### src/rtl/bus_arbiter_if.sv
// -----------------------------------------------------------------------------
// bus_arbiter_if
//   Downstream system-memory bus between the arbiter and the bus decoder.
//   One transaction: the requester raises bus_request with rw/address/wdata
//   and holds all four stable until the responder raises bus_ready, which
//   also carries bus_rdata for reads.
//
//   Signals
//     bus_request  requester -> responder  transaction pending
//     bus_rw       requester -> responder  1 = write, 0 = read
//     bus_address  requester -> responder  32-bit byte address
//     bus_wdata    requester -> responder  32-bit write data
//     bus_ready    responder -> requester  transaction complete
//     bus_rdata    responder -> requester  32-bit read data, valid with bus_ready
//
//   Modports
//     master  used by the arbiter (drives the request side)
//     slave   used by the decoder / memory model (drives the response side)
// -----------------------------------------------------------------------------
interface bus_arbiter_if;

    logic        bus_request;
    logic        bus_rw;
    logic [31:0] bus_address;
    logic [31:0] bus_wdata;
    logic        bus_ready;
    logic [31:0] bus_rdata;

    modport master (
        output bus_request,
        output bus_rw,
        output bus_address,
        output bus_wdata,
        input  bus_ready,
        input  bus_rdata
    );

    modport slave (
        input  bus_request,
        input  bus_rw,
        input  bus_address,
        input  bus_wdata,
        output bus_ready,
        output bus_rdata
    );

endinterface

### src/rtl/bus_arbiter.sv
// -----------------------------------------------------------------------------
// bus_arbiter
//   Shares one system memory bus between NUM masters (CPU data port, DMA, ...)
//   with round-robin arbitration. A grant is held for one complete
//   request/ready transaction and is never revoked mid-transaction.
//
//   Parameters
//     NUM      number of masters, 2..4; index 0 has the highest priority
//              out of reset
//     TIMEOUT  ACTIVE cycles to wait for bus_ready before aborting
//              (present only when BUS_ARBITER_TIMEOUT_EN is defined)
//
//   Optional feature
//     `define BUS_ARBITER_TIMEOUT_EN adds a watchdog on the ACTIVE state and
//     the sticky o_timeout output. Without it ACTIVE waits for bus_ready
//     indefinitely.
//
//   Ports
//     i_clock     in   1       system clock, rising edge
//     i_reset_n   in   1       asynchronous active-low reset
//     i_request   in   NUM     per-master request, held until its o_ready
//     i_rw        in   NUM     per-master 1 = write, 0 = read
//     i_address   in   NUM*32  master k at [32k+31:32k]
//     i_wdata     in   NUM*32  master k at [32k+31:32k]
//     o_rdata     out  32      read data for the master whose o_ready is high
//     o_ready     out  NUM     per-master completion, one-hot or zero
//     o_stall     out  NUM     high for master k while another master owns
//                              the bus
//     o_timeout   out  1       sticky watchdog flag (timeout build only)
//     bus         bus_arbiter_if.master, downstream request/response
//
//   Sequencing
//     IDLE    -> ACTIVE   some master requests; the winner's fields are
//                         registered onto the bus in the same edge
//     ACTIVE  -> RELEASE  bus_ready (or watchdog expiry); o_ready[grant] set
//     RELEASE -> IDLE     the granted master drops its request; it becomes
//                         `last`, so arbitration restarts after it
//   The RELEASE->IDLE->ACTIVE path guarantees at least one idle bus cycle
//   between grants and bounds any pending master's wait to NUM-1
//   transactions.
// -----------------------------------------------------------------------------
module bus_arbiter #(
    parameter int NUM = 2
`ifdef BUS_ARBITER_TIMEOUT_EN
    ,
    parameter int TIMEOUT = 1024
`endif
) (
    input  logic              i_clock,
    input  logic              i_reset_n,
    input  logic [NUM-1:0]    i_request,
    input  logic [NUM-1:0]    i_rw,
    input  logic [NUM*32-1:0] i_address,
    input  logic [NUM*32-1:0] i_wdata,
    output logic [31:0]       o_rdata,
    output logic [NUM-1:0]    o_ready,
    output logic [NUM-1:0]    o_stall,
`ifdef BUS_ARBITER_TIMEOUT_EN
    output logic              o_timeout,
`endif
    bus_arbiter_if.master     bus
);

    localparam int IDX_W = (NUM > 1) ? $clog2(NUM) : 1;
    localparam logic [IDX_W-1:0] LAST_RESET = IDX_W'(NUM - 1);

    typedef enum logic [1:0] {
        ST_IDLE,
        ST_ACTIVE,
        ST_RELEASE
    } state_t;

    state_t state_q;
    state_t state_d;

    logic [IDX_W-1:0] grant_q;
    logic [IDX_W-1:0] last_q;

    logic             bus_request_q;
    logic             bus_rw_q;
    logic [31:0]      bus_address_q;
    logic [31:0]      bus_wdata_q;
    logic [NUM-1:0]   ready_q;
    logic [31:0]      rdata_q;

    logic             pick_valid;
    logic [IDX_W-1:0] pick_idx;

    // Completion of the ACTIVE transaction and the data returned with it.
    logic             txn_done;
    logic [31:0]      done_rdata;

    // Master index `offset` positions after `base`, wrapping at NUM.
    function automatic logic [IDX_W-1:0] rr_index(input logic [IDX_W-1:0] base,
                                                  input int               offset);
        return IDX_W'((int'(base) + offset) % NUM);
    endfunction

    // -------------------------------------------------------------------------
    // Round-robin pick: scan last+1, last+2, ... last+NUM (last itself comes
    // last), take the first requester.
    // -------------------------------------------------------------------------
    always_comb begin
        pick_valid = 1'b0;
        pick_idx   = '0;
        for (int i = 1; i <= NUM; i++) begin
            if (!pick_valid && i_request[rr_index(last_q, i)]) begin
                pick_valid = 1'b1;
                pick_idx   = rr_index(last_q, i);
            end
        end
    end

    // -------------------------------------------------------------------------
    // Watchdog (optional)
    // -------------------------------------------------------------------------
`ifdef BUS_ARBITER_TIMEOUT_EN
    logic [31:0] wd_count_q;
    logic        timeout_hit;
    logic        timeout_q;

    // The counter holds the number of ACTIVE cycles already spent without
    // bus_ready; expiry fires on the edge that would make it reach TIMEOUT.
    assign timeout_hit = (state_q == ST_ACTIVE) && !bus.bus_ready &&
                         ((wd_count_q + 32'd1) == 32'(TIMEOUT));

    always_ff @(posedge i_clock or negedge i_reset_n) begin
        if (!i_reset_n) begin
            wd_count_q <= '0;
            timeout_q  <= 1'b0;
        end else begin
            if (state_q == ST_IDLE) begin
                wd_count_q <= '0;
            end else if (state_q == ST_ACTIVE) begin
                wd_count_q <= wd_count_q + 32'd1;
            end
            if (timeout_hit) begin
                timeout_q <= 1'b1;
            end
        end
    end

    assign txn_done   = bus.bus_ready || timeout_hit;
    assign done_rdata = bus.bus_ready ? bus.bus_rdata : 32'hDEAD_BEEF;
    assign o_timeout  = timeout_q;
`else
    assign txn_done   = bus.bus_ready;
    assign done_rdata = bus.bus_rdata;
`endif

    // -------------------------------------------------------------------------
    // FSM: state register
    // -------------------------------------------------------------------------
    // NOTE: every flop is assigned with <= so all registers update from the
    // same pre-edge values regardless of process ordering.
    always_ff @(posedge i_clock or negedge i_reset_n) begin
        if (!i_reset_n) begin
            state_q <= ST_IDLE;
        end else begin
            state_q <= state_d;
        end
    end

    // -------------------------------------------------------------------------
    // FSM: next-state logic
    // -------------------------------------------------------------------------
    always_comb begin
        // NOTE: default assignment first so no path leaves state_d unassigned,
        // which would otherwise infer a latch.
        state_d = state_q;
        case (state_q)
            ST_IDLE: begin
                if (pick_valid) begin
                    state_d = ST_ACTIVE;
                end
            end
            ST_ACTIVE: begin
                if (txn_done) begin
                    state_d = ST_RELEASE;
                end
            end
            ST_RELEASE: begin
                if (!i_request[grant_q]) begin
                    state_d = ST_IDLE;
                end
            end
            default: begin
                state_d = ST_IDLE;
            end
        endcase
    end

    // -------------------------------------------------------------------------
    // Registered datapath: grant, round-robin pointer, bus fields, completion.
    // -------------------------------------------------------------------------
    // NOTE: the bus fields are ordinary flops, not a storage array, and they
    // drive outputs that must read zero during reset, so they get the
    // asynchronous reset like the control state.
    always_ff @(posedge i_clock or negedge i_reset_n) begin
        if (!i_reset_n) begin
            grant_q       <= '0;
            last_q        <= LAST_RESET;
            bus_request_q <= 1'b0;
            bus_rw_q      <= 1'b0;
            bus_address_q <= '0;
            bus_wdata_q   <= '0;
            ready_q       <= '0;
            rdata_q       <= '0;
        end else begin
            case (state_q)
                ST_IDLE: begin
                    if (pick_valid) begin
                        grant_q       <= pick_idx;
                        bus_request_q <= 1'b1;
                        bus_rw_q      <= i_rw[pick_idx];
                        bus_address_q <= i_address[32*pick_idx +: 32];
                        bus_wdata_q   <= i_wdata[32*pick_idx +: 32];
                    end
                end
                ST_ACTIVE: begin
                    // Fields stay frozen until completion; a grant is never
                    // revoked here.
                    if (txn_done) begin
                        bus_request_q    <= 1'b0;
                        ready_q[grant_q] <= 1'b1;
                        rdata_q          <= done_rdata;
                    end
                end
                ST_RELEASE: begin
                    // o_ready is held while the master keeps requesting;
                    // its release also closes the grant.
                    if (!i_request[grant_q]) begin
                        ready_q <= '0;
                        last_q  <= grant_q;
                    end
                end
                default: begin
                    bus_request_q <= 1'b0;
                    ready_q       <= '0;
                end
            endcase
        end
    end

    // -------------------------------------------------------------------------
    // FSM: outputs
    // -------------------------------------------------------------------------
    // Stall every master except the owner whenever the bus is not idle.
    always_comb begin
        o_stall = '0;
        for (int j = 0; j < NUM; j++) begin
            o_stall[j] = (state_q != ST_IDLE) && (grant_q != IDX_W'(j));
        end
    end

    assign o_ready         = ready_q;
    assign o_rdata         = rdata_q;
    assign bus.bus_request = bus_request_q;
    assign bus.bus_rw      = bus_rw_q;
    assign bus.bus_address = bus_address_q;
    assign bus.bus_wdata   = bus_wdata_q;

endmodule
### src/flat_wrapper.sv
// flat-port wrapper written by rule: the top's interface ports become plain ports
module bus_arbiter_flat 
#(
    parameter int NUM = 2

)
  (i_clock, i_reset_n, i_request, i_rw, i_address, i_wdata, o_rdata, o_ready, o_stall, bus_bus_request, bus_bus_rw, bus_bus_address, bus_bus_wdata, bus_bus_ready, bus_bus_rdata);
  bus_arbiter_if bus_i ();
  input  logic i_clock;
  input  logic i_reset_n;
  input  logic [NUM-1:0] i_request;
  input  logic [NUM-1:0] i_rw;
  input  logic [NUM*32-1:0] i_address;
  input  logic [NUM*32-1:0] i_wdata;
  output logic [31:0] o_rdata;
  output logic [NUM-1:0] o_ready;
  output logic [NUM-1:0] o_stall;
  output wire logic [$bits(bus_i.bus_request)-1:0] bus_bus_request;
  output wire logic [$bits(bus_i.bus_rw)-1:0] bus_bus_rw;
  output wire logic [$bits(bus_i.bus_address)-1:0] bus_bus_address;
  output wire logic [$bits(bus_i.bus_wdata)-1:0] bus_bus_wdata;
  input wire logic [$bits(bus_i.bus_ready)-1:0] bus_bus_ready;
  input wire logic [$bits(bus_i.bus_rdata)-1:0] bus_bus_rdata;
  assign bus_bus_request = bus_i.bus_request;
  assign bus_bus_rw = bus_i.bus_rw;
  assign bus_bus_address = bus_i.bus_address;
  assign bus_bus_wdata = bus_i.bus_wdata;
  assign bus_i.bus_ready = bus_bus_ready;
  assign bus_i.bus_rdata = bus_bus_rdata;
  bus_arbiter #(.NUM(NUM)) u_core (.i_clock(i_clock), .i_reset_n(i_reset_n), .i_request(i_request), .i_rw(i_rw), .i_address(i_address), .i_wdata(i_wdata), .o_rdata(o_rdata), .o_ready(o_ready), .o_stall(o_stall), .bus(bus_i));
endmodule
### config.mk
export PLATFORM = sky130hd
export DESIGN_NAME = bus_arbiter_flat
export DESIGN_NICKNAME = d
export VERILOG_FILES = /design/src/rtl/bus_arbiter_if.sv /design/src/rtl/bus_arbiter.sv /design/src/flat_wrapper.sv
export SDC_FILE = /design/constraint.sdc
export NUM_CORES = 1
export LEC_CHECK = 0
export ABC_AREA = 1
export BUFFER_PORTS_ARGS = -buffer_cell sky130_fd_sc_hd__buf_2
export CAP_MARGIN = 20
export CORE_MARGIN = 2
export CORE_UTILIZATION = 49
export DETAILED_ROUTE_END_ITERATION = 8
export MAX_ROUTING_LAYER = met4
export PLACE_DENSITY = 0.86
export SYNTH_ARGS = -nofsm -noshare
export SYNTH_HDL_FRONTEND = slang
export SYNTH_SLANG_ARGS = --single-unit
### constraint.sdc
create_clock -name i_clock -period 3.5 [get_ports i_clock]
set_clock_uncertainty 0.2 [all_clocks]
set_input_delay 0.35 -clock i_clock [delete_from_list [all_inputs] [get_ports i_clock]]
set_output_delay 0.35 -clock i_clock [all_outputs]
set_load 0.1 [all_outputs]
; ---- After elaboration in Yosys (flattened, before gate mapping)
; Cells that the tools add are included.
[totals]
out_inout_bits = 102
reg_bits = 104
wordCells = 64
input_bits = 167
[classes]
bitwise_logic = 5
mux = 23
shifts = 2
reduce_logical = 13
magnitude_cmp = 5
addsub = 2
n_eq_ne = 5
[op_table]
columns = cell, count
row1 = $shiftx A64 B7 Y32, 2
row2 = $mux W1, 15
row3 = $pmux W2 S3, 2
row4 = $reduce_and A3 Y1, 3
row5 = $lt A1 B2 Y1 const B, 4
row6 = $mux W2, 4
row7 = $reduce_and A2 Y1, 3
row8 = $logic_and A1 B1 Y1, 4
row9 = $ne A2 B2 Y1 const B, 2
row10 = $not A1 Y1, 4
row11 = $pmux W1 S3, 1
row12 = $add A1 B1 Y1 const B, 2
row13 = $eq A2 B1 Y1 const B, 1
row14 = $eq A2 B2 Y1 const B, 1
row15 = $logic_not A2 Y1, 1
row16 = $ne A2 B1 Y1 const B, 1
row17 = $or A2 B2 Y2, 1
row18 = $reduce_bool A2 Y1, 1
row19 = $demux W1 S1, 1
row20 = $ge A1 B1 Y1 const B, 1
row21 = $logic_not A1 Y1, 1

; ---- Depth between registers and ports, before layout
[depth]
depth_word = 9
mapped_depth = 8
mapped_depth_nobuf = 6

; ---- Worst setup path after synthesis
; Ideal clock, no wire load.
[synth_path]
path_type = register -> output
start = register u_core.grant_q
end = output o_stall[0]
required_time_ns = 2.950
path_buffers = 0
setup_slack_ns = 1.206
arrival_ns = 1.744
path_stages_with_launch = 3
cell_sequence = dfrtp_1 inv_1 nor2_1
[synth_between]
elab_chain_len = 1
[synth_rtl]
columns = element, line_no
row1 = start: declaration, bus_arbiter.sv:76  ; logic [IDX_W-1:0] grant_q;
row2 = start signal: assignment, bus_arbiter.sv:213  ; grant_q <= pick_idx;
row3 = $logic_and A1 B1 Y1, bus_arbiter.sv:252  ; o_stall[j] = (state_q != ST_IDLE) && (grant_q != IDX_W'(j));
row4 = end: declaration, flat_wrapper.sv:17  ; output logic [NUM-1:0] o_stall;
; No other way between the ends.

; ---- Final worst setup path
[layout_path]
start = register u_core.last_q
end = register u_core.bus_wdata_q[3] (netlist: u_core.bus.bus_wdata[3])
[layout_between]
elab_chain_len = 8
word_cells_on_any_way = 14
[layout_rtl]
columns = element, line_no
row1 = start: declaration, bus_arbiter.sv:77  ; logic [IDX_W-1:0] last_q;
row2 = start signal: assignment, bus_arbiter.sv:234  ; last_q <= grant_q;
row3 = $add A1 B1 Y1, bus_arbiter.sv:96  ; return IDX_W'((int'(base) + offset) % NUM);
row4 = $mux W1 (not written as such) (2 in series), bus_arbiter.sv:107  ; if (!pick_valid && i_request[rr_index(last_q, i)]) begin
row5 = $mux W1, bus_arbiter.sv:107
row6 = $logic_not A1 Y1, bus_arbiter.sv:107
row7 = $logic_and A1 B1 Y1, bus_arbiter.sv:107
row8 = $mux W1, bus_arbiter.sv:107
row9 = $shiftx A64 B7 Y32 / $reduce_and A2 Y1 (equally long branches), -
row10 = end signal: assignment, bus_arbiter.sv:217  ; bus_wdata_q <= i_wdata[32*pick_idx +: 32];
row11 = end: declaration, bus_arbiter.sv:82  ; logic [31:0] bus_wdata_q;
; Parallel ways exist; a longest one is shown, timed or not. The select of a mux whose other input is x is not followed.
; A chain may end at the register's enable or synchronous reset.

==> results.toml <==
[clocking]
htree_levels = 3
clk_latency_ns = 0.35
cts_resized = 0
cts_buffer_depth = 2
cts.sinks = 104
numCtsBuffers = 9
cts_setup_buffers = 0
clkTransAtPathRegs_ns = 0.11
cts-root-buf = "clkbuf_8"
cts_tree = "done"
hold_buffers = 1

[yosys]
ys_seq_elements = 104
synth_cell_types = 14
synth.largest_area_cell = "dfrtp_1"
synth_top_family_by_area = "simple AND/OR/NAND/NOR gates"
synth_compound_area_frac = 0.0347
postSynthCellCount = 675
synth.avg_cell_area_sq_um = 7.68
synthTopCellsByCount = "nand2_1 (246), dfrtp_1 (103), inv_1 (100), nand3_1 (70), nand3b_1 (65)"
synthXorXnorAreaFrac = 0
yosys_most_used_dff = "dfrtp_1"
synth_mux_area_frac = 0
synth_top_area_frac = 0.497
yosysWarnings = 0
synth_area_leaders = "dfrtp_1 (50%), nand2_1 (18%), nand3b_1 (9.4%), inv_1 (7.2%), nand3_1 (6.8%)"
ys_seq_area_frac = 0.502
synthesis.area_sq_um = 5180
ys_async_sr_fraction = 1.00
yosys.area_share.simple = 0.348
synth-edff-count = 0
synth_fa_ha_area_frac = 0
yosysMostFrequentCell = "nand2_1"
synth_nets = 842

[detailed_routing]
drtAntennaViolNets = 0
drt_iter0_markers = 362
drt_first_pass_iters = 5
vias = 5162
via_per_inst = 4.85
wl_per_cell_um = 13.4
drcViolationCount = 0
drt-total-wl_mm = 14.3

[setup_path]
reg2reg_depth = 6
end_kind = "register"
cp.required_ns = 3.54
cp_max_fo = 43
cp.arrival_ns = 2.10
critPathKind = "register to register"
cp-start-kind = "register"

[sta]
worst_slew_pin_slew_ns = 0.838
max_freq_ghz = 0.484
period_minus_slack_ns = 2.07
finalHoldViolCount = 0
slew_headroom = 0.439
grt_setup_unrepaired = "false"
totalNegativeSetupSlack_ns = 0
fin_crit_sh = 0.590
slew_violations = 0
setup_violations = 0

[min_path]
whs_path_depth = 3
hp-class = "input port to register"

[global_route]
gr-usage-met2 = 0.435
overflow = 0
grt_max_degree = 80
gr-usage-all-layers = 0.262
first_global_vias = 4934
grt_pass1_wl_mm = 23.2
use_met3 = 0.0432
use_met1 = 0.331
antenna_found_initial = 0
busiest_layer = "met2"

[place]
hpwl_mm = 10.3
gp_congestion = 0.846
io_buffer_count = 268

[cells_and_area]
drive_gt1_frac = 0.323
fin_nets = 1091
antennaDiodeCount = 0
area_growth_pct = 31.7

[floorplan]
fp.dieW_um = 107
num_rows = 37
die_area_sq_um = 11400
initial_core_util = 0.505
die_h_um = 107
fp.coreArea_sq_um = 10300
ios = 269

[status]
status = "complete, no violations"

[job]
drv_cap = 0
==> logic make-up (layout without fill, tap and decap cells) <==
logic type             Yosys count  in the layout
AND/OR/NAND/NOR                392            392
flip-flops                     104            104
AO/OA/AOI/OAI                   36             36
buffers and inverters          143            397
==> cell type report <==
type	instances	area (sq um)
clock buffers	11	141
clock inverters	5	65.1
fillers	908	3450
inverters	101	379
multi-input cells	428	2000
flip-flops and latches	104	2600
well taps	136	170
repair buffers	280	1470
==> sequential cells by signal (all words and copies together) (netlist names) <==
register,cells
u_core.bus.bus_address,32
u_core.bus.bus_wdata,32
u_core.o_rdata,32
u_core.o_ready,2
u_core.state_q,2
u_core.bus.bus_request,1
u_core.bus.bus_rw,1
u_core.grant_q,1
u_core.last_q,1
==> worst paths after layout <==
check | start | slack, ns | endpoint
worst min register to register | u_core.bus.bus_request | 0.28 | u_core.bus.bus_request
max in group asynchronous | i_reset_n | 2.13 | u_core.o_rdata[3]
worst max register to register | u_core.last_q | 1.43 | u_core.bus.bus_wdata[3]
worst min-delay path | bus_bus_rdata[12] | 0.02 | u_core.o_rdata[12]
min in group asynchronous | i_reset_n | 0.14 | u_core.bus.bus_wdata[14]
worst max-delay path | u_core.last_q | 1.43 | u_core.bus.bus_wdata[3]
==> cell usage in the layout, fill, tap and decap left out <==
cell / instances
buf_12: 1
buf_16: 1
buf_2: 267
buf_4: 10
bufinv_16: 1
clkbuf_1: 1
clkbuf_8: 10
clkinv_4: 1
clkinvlp_4: 2
dfrtp_1: 103
dfstp_2: 1
dlygate4sd3_1: 1
inv_1: 100
inv_2: 1
inv_8: 1
nand2_1: 244
nand2_2: 2
nand3_1: 69
nand3_2: 1
nand3b_1: 65
nor2_1: 10
nor2_4: 1
o21ai_0: 36
==> stage by stage <==
stage	setup slack, ns	hold WS [ns]	util	cells	cell area (sq um)
after detailed placement	1.32	0.258	0.639	1046	6570
after global routing	1.29	0.00337	0.664	1065	6830
after CTS	1.30	0.0125	0.660	1063	6780
final	1.43	0.0217	0.664	1065	6830
after global placement	1.38	0.253	0.639	1046	6570
after floorplan	1.21	-0.146	-	675	5180
==> layer usage <==
| metal | vias up | part of all wire |
|---|---|---|
| met5 | - | 0 |
| met4 | 0 | 0.017 |
| met3 | 20 | 0.065 |
| met2 | 209 | 0.50 |
| met1 | 2372 | 0.41 |
| li1 | 2561 | - |
==> worst max-delay path, cell delays in order (launching register included) <==
cell	delay (ns)
dfstp_2	0.55
nand2_2	0.05
nand2_2	0.61
buf_4	0.32
nand2_1	0.08
nand3_1	0.08
nand2_1	0.06
Power is left out: the tool's default activity adds up to more than one toggle a clock period on the data nets, which glitch-free logic cannot reach.
